$ cat src/rtl/text_console_pkg.sv
// text_console_pkg
//   Shared definitions for the text console writer and its cursor block.
//   - FSM state encoding for the writer
//   - Control code constants (CR, LF, BS, FF)
//   - Address/column/row widths of the 32x32 text buffer
//   - buf_addr(): packs {row, col} into a text buffer address
package text_console_pkg;

    localparam int ADDR_W = 10;
    localparam int COL_W  = 5;
    localparam int ROW_W  = 5;

    localparam logic [7:0] CC_CR = 8'h0D;
    localparam logic [7:0] CC_LF = 8'h0A;
    localparam logic [7:0] CC_BS = 8'h08;
    localparam logic [7:0] CC_FF = 8'h0C;

    typedef enum logic [2:0] {
        ST_IDLE,
        ST_PUT,
        ST_NEWLINE_CLR,
        ST_BACKSPACE,
        ST_CLEAR_ALL
    } state_t;

    function automatic logic [ADDR_W-1:0] buf_addr(input logic [ROW_W-1:0] row,
                                                   input logic [COL_W-1:0] col);
        return {row, col};
    endfunction

endpackage

$ cat src/rtl/text_console_cursor.sv
// text_console_cursor
//   Cursor and scroll state for the text console writer.
//   Ports:
//     i_pix_clk, i_reset_n   clock, asynchronous active-low reset
//     inc_col / dec_col      move cursor one column right / left (wraps mod 32)
//     cr                     column back to 0
//     newline                column 0, next physical row; scrolls once the
//                            visible row reaches the bottom of the screen
//     home                   cursor, visible row and top row all to 0
//     col, phys_row          cursor position in the buffer
//     vis_row                cursor row relative to the top of the screen
//     top_row                buffer row shown at the top of the screen
//   Command priority: home > newline > cr > dec_col > inc_col.
module text_console_cursor
    import text_console_pkg::*;
#(
    parameter int VIS_ROWS = 30
) (
    input  logic             i_pix_clk,
    input  logic             i_reset_n,
    input  logic             inc_col,
    input  logic             dec_col,
    input  logic             cr,
    input  logic             newline,
    input  logic             home,
    output logic [COL_W-1:0] col,
    output logic [ROW_W-1:0] phys_row,
    output logic [ROW_W-1:0] vis_row,
    output logic [ROW_W-1:0] top_row
);

    localparam logic [ROW_W-1:0] VIS_LAST = ROW_W'(VIS_ROWS - 1);

    always_ff @(posedge i_pix_clk or negedge i_reset_n) begin
        if (!i_reset_n) begin
            col      <= '0;
            phys_row <= '0;
            vis_row  <= '0;
            top_row  <= '0;
        end else if (home) begin
            col      <= '0;
            phys_row <= '0;
            vis_row  <= '0;
            top_row  <= '0;
        end else if (newline) begin
            col      <= '0;
            phys_row <= phys_row + 1'b1;
            // Scroll by moving the displayed window rather than copying rows.
            if (vis_row < VIS_LAST) begin
                vis_row <= vis_row + 1'b1;
            end else begin
                top_row <= top_row + 1'b1;
            end
        end else if (cr) begin
            col <= '0;
        end else if (dec_col) begin
            col <= col - 1'b1;
        end else if (inc_col) begin
            col <= col + 1'b1;
        end
    end

endmodule

$ cat src/rtl/text_console_writer.sv
// text_console_writer
//   Byte-stream front end writing into the 32x32 text buffer of the tile layer.
//   Interprets CR, LF, BS and FF; scrolls by moving the tile layer's vertical
//   offset.
//   Ports:
//     i_pix_clk, i_reset_n      clock, asynchronous active-low reset
//     i_char_valid/i_char_data  input byte, consumed when o_char_ready is high
//     o_char_ready              registered; high only in IDLE
//     o_wr_en/o_wr_addr/o_wr_data  text buffer write port, addr {row, col}
//     o_cursor_col/o_cursor_row    cursor position (physical row)
//     o_offset_y                {top_row, 3'b000}, zero-extended to 16 bits
//     o_busy                    high whenever the FSM is not in IDLE
module text_console_writer
    import text_console_pkg::*;
#(
    parameter int         COLS           = 32,
    parameter int         ROWS           = 32,
    parameter int         VIS_ROWS       = 30,
    parameter logic [7:0] BLANK_CHAR     = 8'h20,
    parameter bit         CLEAR_ON_RESET = 1'b1
) (
    input  logic              i_pix_clk,
    input  logic              i_reset_n,
    input  logic              i_char_valid,
    input  logic [7:0]        i_char_data,
    output logic              o_char_ready,
    output logic              o_wr_en,
    output logic [ADDR_W-1:0] o_wr_addr,
    output logic [7:0]        o_wr_data,
    output logic [COL_W-1:0]  o_cursor_col,
    output logic [ROW_W-1:0]  o_cursor_row,
    output logic [15:0]       o_offset_y,
    output logic              o_busy
);

    localparam logic [COL_W-1:0]  LAST_COL     = COL_W'(COLS - 1);
    localparam logic [ADDR_W-1:0] LAST_COL_CNT = ADDR_W'(COLS - 1);
    localparam logic [ADDR_W-1:0] LAST_ADDR    = ADDR_W'(COLS * ROWS - 1);
    localparam state_t            RESET_STATE  = CLEAR_ON_RESET ? ST_CLEAR_ALL : ST_IDLE;

    state_t            state, next_state;
    logic [ADDR_W-1:0] cnt, cnt_next;
    logic [7:0]        char_q;
    logic              latch_char;
    logic              ready_q;
    logic              accept;

    logic              cmd_inc, cmd_dec, cmd_cr, cmd_newline, cmd_home;
    logic [COL_W-1:0]  col;
    logic [ROW_W-1:0]  phys_row;
    logic [ROW_W-1:0]  vis_row;
    logic [ROW_W-1:0]  top_row;

    logic              wr_en_c;
    logic [ADDR_W-1:0] wr_addr_c;
    logic [7:0]        wr_data_c;

    text_console_cursor #(
        .VIS_ROWS(VIS_ROWS)
    ) u_cursor (
        .i_pix_clk(i_pix_clk),
        .i_reset_n(i_reset_n),
        .inc_col  (cmd_inc),
        .dec_col  (cmd_dec),
        .cr       (cmd_cr),
        .newline  (cmd_newline),
        .home     (cmd_home),
        .col      (col),
        .phys_row (phys_row),
        .vis_row  (vis_row),
        .top_row  (top_row)
    );

    // ready_q is only ever set when the FSM is entering IDLE, so it alone
    // qualifies acceptance.
    assign accept = i_char_valid & ready_q;

    always_ff @(posedge i_pix_clk or negedge i_reset_n) begin
        if (!i_reset_n) begin
            state   <= RESET_STATE;
            cnt     <= '0;
            char_q  <= '0;
            ready_q <= 1'b0;
        end else begin
            state   <= next_state;
            cnt     <= cnt_next;
            ready_q <= (next_state == ST_IDLE);
            if (latch_char) begin
                char_q <= i_char_data;
            end
        end
    end

    always_comb begin
        next_state  = state;
        cnt_next    = cnt;
        latch_char  = 1'b0;
        cmd_inc     = 1'b0;
        cmd_dec     = 1'b0;
        cmd_cr      = 1'b0;
        cmd_newline = 1'b0;
        cmd_home    = 1'b0;
        wr_en_c     = 1'b0;
        wr_addr_c   = '0;
        wr_data_c   = BLANK_CHAR;

        unique case (state)
            ST_IDLE: begin
                if (accept) begin
                    case (i_char_data)
                        CC_CR: cmd_cr = 1'b1;
                        CC_LF: begin
                            // Cursor moves on entry so the clear targets the new row.
                            cmd_newline = 1'b1;
                            next_state  = ST_NEWLINE_CLR;
                        end
                        CC_BS: begin
                            if (col != '0) begin
                                cmd_dec    = 1'b1;
                                next_state = ST_BACKSPACE;
                            end
                        end
                        CC_FF: next_state = ST_CLEAR_ALL;
                        default: begin
                            latch_char = 1'b1;
                            next_state = ST_PUT;
                        end
                    endcase
                end
            end

            ST_PUT: begin
                wr_en_c   = 1'b1;
                wr_addr_c = buf_addr(phys_row, col);
                wr_data_c = char_q;
                if (col == LAST_COL) begin
                    cmd_newline = 1'b1;
                    next_state  = ST_NEWLINE_CLR;
                end else begin
                    cmd_inc    = 1'b1;
                    next_state = ST_IDLE;
                end
            end

            ST_NEWLINE_CLR: begin
                wr_en_c   = 1'b1;
                wr_addr_c = buf_addr(phys_row, cnt[COL_W-1:0]);
                if (cnt == LAST_COL_CNT) begin
                    cnt_next   = '0;
                    next_state = ST_IDLE;
                end else begin
                    cnt_next = cnt + 1'b1;
                end
            end

            ST_BACKSPACE: begin
                wr_en_c    = 1'b1;
                wr_addr_c  = buf_addr(phys_row, col);
                next_state = ST_IDLE;
            end

            ST_CLEAR_ALL: begin
                wr_en_c   = 1'b1;
                wr_addr_c = cnt;
                if (cnt == LAST_ADDR) begin
                    cnt_next   = '0;
                    cmd_home   = 1'b1;
                    next_state = ST_IDLE;
                end else begin
                    cnt_next = cnt + 1'b1;
                end
            end

            default: next_state = ST_IDLE;
        endcase
    end

    // The reset state may be CLEAR_ALL, so the write port and busy flag are
    // masked by reset to hold them at 0 and drop them the instant reset asserts.
    assign o_wr_en      = wr_en_c & i_reset_n;
    assign o_wr_addr    = i_reset_n ? wr_addr_c : '0;
    assign o_wr_data    = i_reset_n ? wr_data_c : '0;
    assign o_busy       = (state != ST_IDLE) & i_reset_n;
    assign o_char_ready = ready_q;
    assign o_cursor_col = col;
    assign o_cursor_row = phys_row;
    assign o_offset_y   = {8'b0, top_row, 3'b000};

endmodule

$ cat config.mk
export PLATFORM = sky130hd
export DESIGN_NAME = text_console_writer
export DESIGN_NICKNAME = d
export VERILOG_FILES = /design/src/rtl/text_console_pkg.sv /design/src/rtl/text_console_cursor.sv /design/src/rtl/text_console_writer.sv
export SDC_FILE = /design/constraint.sdc
export NUM_CORES = 1
export LEC_CHECK = 0
export ABC_AREA = 1
export ABC_CLOCK_PERIOD_IN_PS = 2800
export BUFFER_PORTS_ARGS = -buffer_cell sky130_fd_sc_hd__buf_2
export CELL_PAD_IN_SITES_DETAIL_PLACEMENT = 0
export CELL_PAD_IN_SITES_GLOBAL_PLACEMENT = 1
export CORE_MARGIN = 2
export CORE_UTILIZATION = 39
export CTS_CLUSTER_SIZE = 16
export DETAILED_ROUTE_END_ITERATION = 8
export PLACE_DENSITY = 0.8
export SETUP_SLACK_MARGIN = 0.2
export SLEW_MARGIN = 20
export SYNTH_ARGS = -nofsm -noshare
export SYNTH_HDL_FRONTEND = slang
export SYNTH_SLANG_ARGS = --single-unit
export TNS_END_PERCENT = 20
$ cat constraint.sdc
create_clock -name i_pix_clk -period 2.8 [get_ports i_pix_clk]
set_clock_uncertainty 0.15 [all_clocks]
set_input_delay 0.14 -clock i_pix_clk [delete_from_list [all_inputs] [get_ports i_pix_clk]]
set_output_delay 0.14 -clock i_pix_clk [all_outputs]
set_load 0.05 [all_outputs]
; Word-level counts from Yosys, hierarchy flattened
; Index checks and enable logic that the tools add are counted.
; W data, S select, Z words.
[totals]
regBits = 42
input_bits = 11
out_inout_bits = 47
[op_classes]
n_addsub = 6
order_cmp = 1
eq_ne = 12
mux = 46
bitwise = 3
reduce_logical = 13
[op_table]
columns = cell, count
row1 = $mux W5, 13
row2 = $eq A8 B4 Y1 const B, 4
row3 = $mux W10, 3
row4 = $pmux W10 S3, 1
row5 = $pmux W3 S4, 2
row6 = $add A5 B1 Y5 const B, 4
row7 = $pmux W10 S2, 1
row8 = $mux W1, 18
row9 = $mux W8, 2
row10 = $mux W3, 4
row11 = $add A10 B1 Y10 const B, 1
row12 = $eq A10 B10 Y1 const B, 1
row13 = $eq A10 B5 Y1 const B, 1
row14 = $reduce_bool A5 Y1, 2
row15 = $reduce_or A4 Y1, 2
row16 = $eq A3 B2 Y1 const B, 2
row17 = $logic_not A3 Y1, 2
row18 = $reduce_bool A2 Y1, 3
row19 = $eq A5 B5 Y1 const B, 1
row20 = $lt A5 B5 Y1 const B, 1
row21 = $sub A5 B1 Y5 const B, 1
row22 = $reduce_and A2 Y1, 2
row23 = $and A1 B1 Y1, 3
row24 = $eq A3 B1 Y1 const B, 1
row25 = other kinds (6), 6

; Depth between registers and ports, before layout
[depth]
ltp_word = 9
ltp_mapped = 14
ltp_nobuf = 14

; By module
; Synthesis repeated with hierarchy kept, for this count alone.
[hier_totals]
cells_unflattened = 412
hier_area_um2 = 2970.3
[modules_own_cells]
columns = module, instances, cells_each, area_each_um2, seq_area_each_um2
row1 = text_console_writer, 1, 253, 1727.9, 551.8
row2 = text_console_cursor, 1, 159, 1242.4, 500.5

; Least setup slack after synthesis
; No wires, ideal clock.
[synth_path]
kind = register -> register
startpoint = register ready_q (netlist: o_char_ready)
endpoint = register u_cursor.col[4]
setup_time_ps = 115
arrival_time_ps = 2183
required_time_ps = 2535
setup_slack_ps = 351
path_stages_with_launch = 13
path_buffers = 0
period_less_slack_ps = 2449
cell_sequence = dfrtp_1 nand2_1 nor3_4 nand3_4 fa_1 inv_1 nand3_1 nand2_1 nand2_1 nand3_1 nand2_1 nor2_1 nor2_1
[synth_between]
elab_chain_len = 7
word_cells_on_any_way = 12
cone_classes = 10 x mux / 1 x bitwise / 1 x reduce/logical
[synth_lines]
columns = element, line
row1 = start: declaration, text_console_writer.sv:45  ; logic ready_q;
row2 = start signal: assignment, text_console_writer.sv:87  ; ready_q <= (next_state == ST_IDLE);
row3 = $and A1 B1 Y1 (*), text_console_writer.sv:76  ; assign accept = i_char_valid & ready_q;
row4 = $mux W1, text_console_writer.sv:109  ; if (accept) begin
row5 = $mux W1, text_console_writer.sv:107  ; unique case (state)
row6 = $mux W5, text_console_cursor.sv:56  ; end else if (dec_col) begin
row7 = $mux W5, text_console_cursor.sv:54  ; end else if (cr) begin
row8 = $mux W5, text_console_cursor.sv:45  ; end else if (newline) begin
row9 = $mux W5, text_console_cursor.sv:40  ; end else if (home) begin
row10 = end signal: assignment, text_console_cursor.sv:57  ; col <= col - 1'b1;
row11 = end signal: assignment, text_console_cursor.sv:59  ; col <= col + 1'b1;
row12 = end: declaration, text_console_cursor.sv:26  ; output logic [COL_W-1:0] col,
; Every way passes the cells marked *; elsewhere a longest branch is shown, timed or not.
; A chain may end at the register's enable or synchronous reset.

; Worst setup path in the final report
[layout_path]
startpoint = input i_char_data[5]
endpoint = register u_cursor.col[3]
[layout_between]
elab_chain_len = 8
word_cells_on_any_way = 17
cone_classes = 3 x eq/ne / 13 x mux / 1 x reduce/logical
[layout_lines]
columns = element, line
row1 = start: declaration, text_console_writer.sv:25  ; input logic [7:0] i_char_data,
row2 = $eq A8 B4 Y1, text_console_writer.sv:110  ; case (i_char_data)
row3 = $mux W1, text_console_writer.sv:110
row4 = $mux W1, text_console_writer.sv:109
row5 = $mux W1, text_console_writer.sv:107
row6 = $mux W5, text_console_cursor.sv:56
row7 = $mux W5, text_console_cursor.sv:54
row8 = $mux W5, text_console_cursor.sv:45
row9 = $mux W5, text_console_cursor.sv:40
; Several ways; a longest one is shown, not always the timed one.

==> metrics.csv <==
stage,metric,value,unit
power,internal_power,1.37,mW
timing,finalSetupTns,0,ns
logic_synthesis,ys_ff_latch,42,
timing,hold_violations,0,
logic_synthesis,ys_seq_area_share,37.0,%
die,dieArea,8000,um^2
grt,antenna_found_initial,0,
power,power.leakage,1.74,nW
worst_setup_path,critPathRequiredTime,2.88,ns
clocking,clock_sinks,42,
grt,grt_start_max_net_pins,36,
worst_setup_path,path_cells,dlygate4sd3_1 -> buf_2 -> nor2_1 -> nand2_1 -> nor2_2 -> nand3_4 -> inv_1 -> ha_1 -> nand2_1 -> nand2_1 -> a21oi_1 -> nor2_1 -> o21ai_0 -> nand2_1 -> nor2_1,
clocking,clkTransAtPathRegs,0.08,ns
worst_setup_path,crit_buf_inv,3,
clocking,cts_buffer_depth,2,
worst_setup_path,max_stage_delay,0.54,ns
die,fp.dieH,89.4,um
power,power_density,874,nW/um^2
timing,fin_crit,2.37,ns
worst_hold_path,hp-class,in2async,
grt,grtUsageTotal,18.0,%
clocking,clkLatencyLatePin,0.30,ns
power,clock_power_share,13.9,%
cells_and_area,diodes,0,
clocking,cts_tree,built,
worst_setup_path,crit_family,simple AND/OR/NAND/NOR gates,
cells_and_area,design_area,3300,um^2
die,ios,58,
clocking,htreeDepth,2,
routing,routed_wl,6640,um
logic_synthesis,synthCells,396,
timing,fin_ws,0.427,ns
timing,period_share,84.7,%
worst_setup_path,worstPathMaxFanout,5,
clocking,clockRootBuffer,clkbuf_8,
worst_setup_path,r2r_slack,0.46,ns
cells_and_area,layout-drive-gt1-share,18.4,%
routing,wire_per_inst,12.1,um
worst_setup_path,slowest_stage,dlygate4sd3_1,
die,fp-row-count,31,
placed_design,dp_hpwl,4930,um
logic_synthesis,syn-cell-area,2850,um^2
power,comb_power_share,52.6,%
logic_synthesis,avgSynthCellArea,7.18,um^2
routing,drc,0,
timing,clock.fmax,421,MHz
worst_setup_path,cp.arrival,2.45,ns
grt,first_global_vias,2497,
clocking,cts_setup_buffers,0,
worst_setup_path,rr_endpoint,u_cursor.col[3]$_DFFE_PN0P_,
cells_and_area,syn_to_final_growth,15.8,%
placed_design,dp_slack,0.476,ns
run,drv_cap,0,
clocking,cts_buffers,5,
logic_synthesis,yosys_warnings,0,
logic_synthesis,ys_types,36,
routing,dr.first_iter.drc_count,82,
routing,firstDrtPassIters,4,
power,ir_drop,0.000710,V
worst_setup_path,cp-start-kind,input pin,
grt,grt_pass1_wl,11300,um
placed_design,dp_cells,534,
worst_setup_path,endpoint_kind,register,
worst_setup_path,path_common_cell,nand2_1,
placed_design,place_area,3110,um^2
worst_setup_path,r2r_cells,13,
die,die_w,89.4,um
worst_setup_path,critical_path_class,in2reg,
timing,setup_viol,0,
outcome,outcome,"finished, final reports clean",
timing,slew_viol_final,0,
placed_design,place.gp.congestion,0.767,
routing,vias,2618,
die,initial_core_util,39.7,%
power,p_sw,1.51,mW
die,core_area,7180,um^2
grt,overflow,0,
cells_and_area,layout.nets,470,
placed_design,numPortBuffers,46,
timing,rsz0062_at_grt,no,
routing,routed_via_density,4.75,
worst_setup_path,r2r-start,state[0]$_DFF_PN0_,
cells_and_area,instances_no_fill,551,
routing,ant_nets,0,
power,swShare,52.4,%
power,seqPwrFrac,33.6,%
cells_and_area,final_cell_mix,"94 x nand2_1, 65 x nor2_1, 46 x buf_2",
cells_and_area,layout_commonest_cell,nand2_1,
timing repair:
item                       4_1_cts  5_1_grt
resized for setup                0        1
hold buffers                     9        0
setup endpoints to repair        0        2
hold endpoints to repair        15        0
synth_stat cells:
cell type / count / area, um^2
clkbuf_1: 1 / 3.75
nand3_1: 33 / 165
nand2_1: 94 / 353
buf_2: 3 / 15.0
xnor2_1: 7 / 61.3
a22oi_1: 2 / 15.0
a2bb2oi_1: 1 / 8.76
nor2_4: 2 / 22.5
nor3_1: 6 / 30.0
conb_1: 1 / 3.75
nor2_2: 2 / 12.5
ha_1: 7 / 87.6
dfrtp_1: 41 / 1030
fa_1: 1 / 20.0
nand2_2: 6 / 37.5
o21ai_0: 10 / 50.1
nor2_1: 66 / 248
nand2_4: 3 / 33.8
buf_4: 12 / 90.1
o22ai_1: 1 / 6.26
inv_1: 39 / 146
o21ai_1: 4 / 20.0
inv_2: 5 / 18.8
nand4_1: 8 / 50.1
a31oi_1: 1 / 6.26
a21oi_1: 20 / 100
xor2_1: 6 / 52.6
o21a_1: 2 / 15.0
nand3_4: 1 / 17.5
nor3_2: 1 / 10.0
dfstp_2: 1 / 26.3
and2_1: 1 / 6.26
nand3_2: 3 / 30.0
o21ai_2: 2 / 17.5
nor3_4: 1 / 16.3
buf_6: 2 / 22.5
metal layers:
| metal | share of wire, % | vias to the layer above | track usage, % |
|---|---|---|---|
| met5 | 0 | - | 0 |
| met4 | 0.68 | 0 | 3.66 |
| met3 | 4.0 | 4 | 3.32 |
| met2 | 45 | 46 | 30.3 |
| met1 | 50 | 1211 | 24.1 |
| li1 | - | 1357 | - |
final cells by class:
| cell class | count | area, um^2 |
|---|---|---|
| clock buffer | 5 | 68.8 |
| tap | 99 | 124 |
| fill | 749 | 3880 |
| timing repair buffer | 56 | 328 |
| clock inverter | 3 | 21.3 |
| inverter | 44 | 165 |
| multi-input combinational | 302 | 1540 |
| sequential | 42 | 1050 |
power groups by stage:
| stage | clock network, mW | logic (mW) | registers (mW) |
|---|---|---|---|
| 6_report | 0.399 | 1.51 | 0.967 |
| 2_1_floorplan | 0 | 1.03 | 1.15 |
| 3_5_place_dp | 0 | 1.51 | 0.979 |
| 3_3_place_gp | 0 | 1.51 | 0.971 |
| 5_1_grt | 0.441 | 1.69 | 0.996 |
| 4_1_cts | 0.416 | 1.53 | 0.966 |
registers in the layout, summed over array words and instances (netlist names):
name               cells
o_char_ready           1
char_q                 8
state                  3
u_cursor.phys_row      5
u_cursor.col           5
u_cursor.vis_row       5
cnt                   10
u_cursor.top_row       5
stage by stage:
step           total power, mW  utilization, %  hold WS [ns]
5_1_grt                   3.13            45.9         0.103
3_5_place_dp              2.49            43.4        -0.120
2_1_floorplan             2.17               -        -0.306
3_3_place_gp              2.48            43.4        -0.121
4_1_cts                   2.91            45.9         0.106
6_report                  2.88            45.9        0.0983
logic make-up after synthesis:
| group | after synthesis | share of synthesized area, % |
|---|---|---|
| and+or+nand+nor | 227 | 36.3 |
| buffers and inverters | 62 | 10.4 |
| AOI/OAI and AO/OA | 43 | 8.40 |
| DFF | 42 | 37.0 |
| xor gates and xnor gates | 13 | 4.00 |
| adders and majority gates | 8 | 3.78 |
| other | 1 | 0.132 |
how the worst max path moves through the flow:
stage | start | end | slack (ns) | cells after the start
2_1_floorplan | o_char_ready$_DFF_PN0_ | u_cursor.col[4]$_DFFE_PN0P_ | 0.35 | 12
3_3_place_gp | state[0]$_DFF_PN0_ | u_cursor.col[4]$_DFFE_PN0P_ | 0.56 | 12
3_5_place_dp | state[0]$_DFF_PN0_ | u_cursor.col[3]$_DFFE_PN0P_ | 0.48 | 13
4_1_cts | i_char_data[5] | u_cursor.col[3]$_DFFE_PN0P_ | 0.35 | 15
5_1_grt | i_char_data[5] | u_cursor.col[3]$_DFFE_PN0P_ | 0.22 | 15
6_report | i_char_data[5] | u_cursor.col[3]$_DFFE_PN0P_ | 0.43 | 15
(Power assumes the default switching activity.)
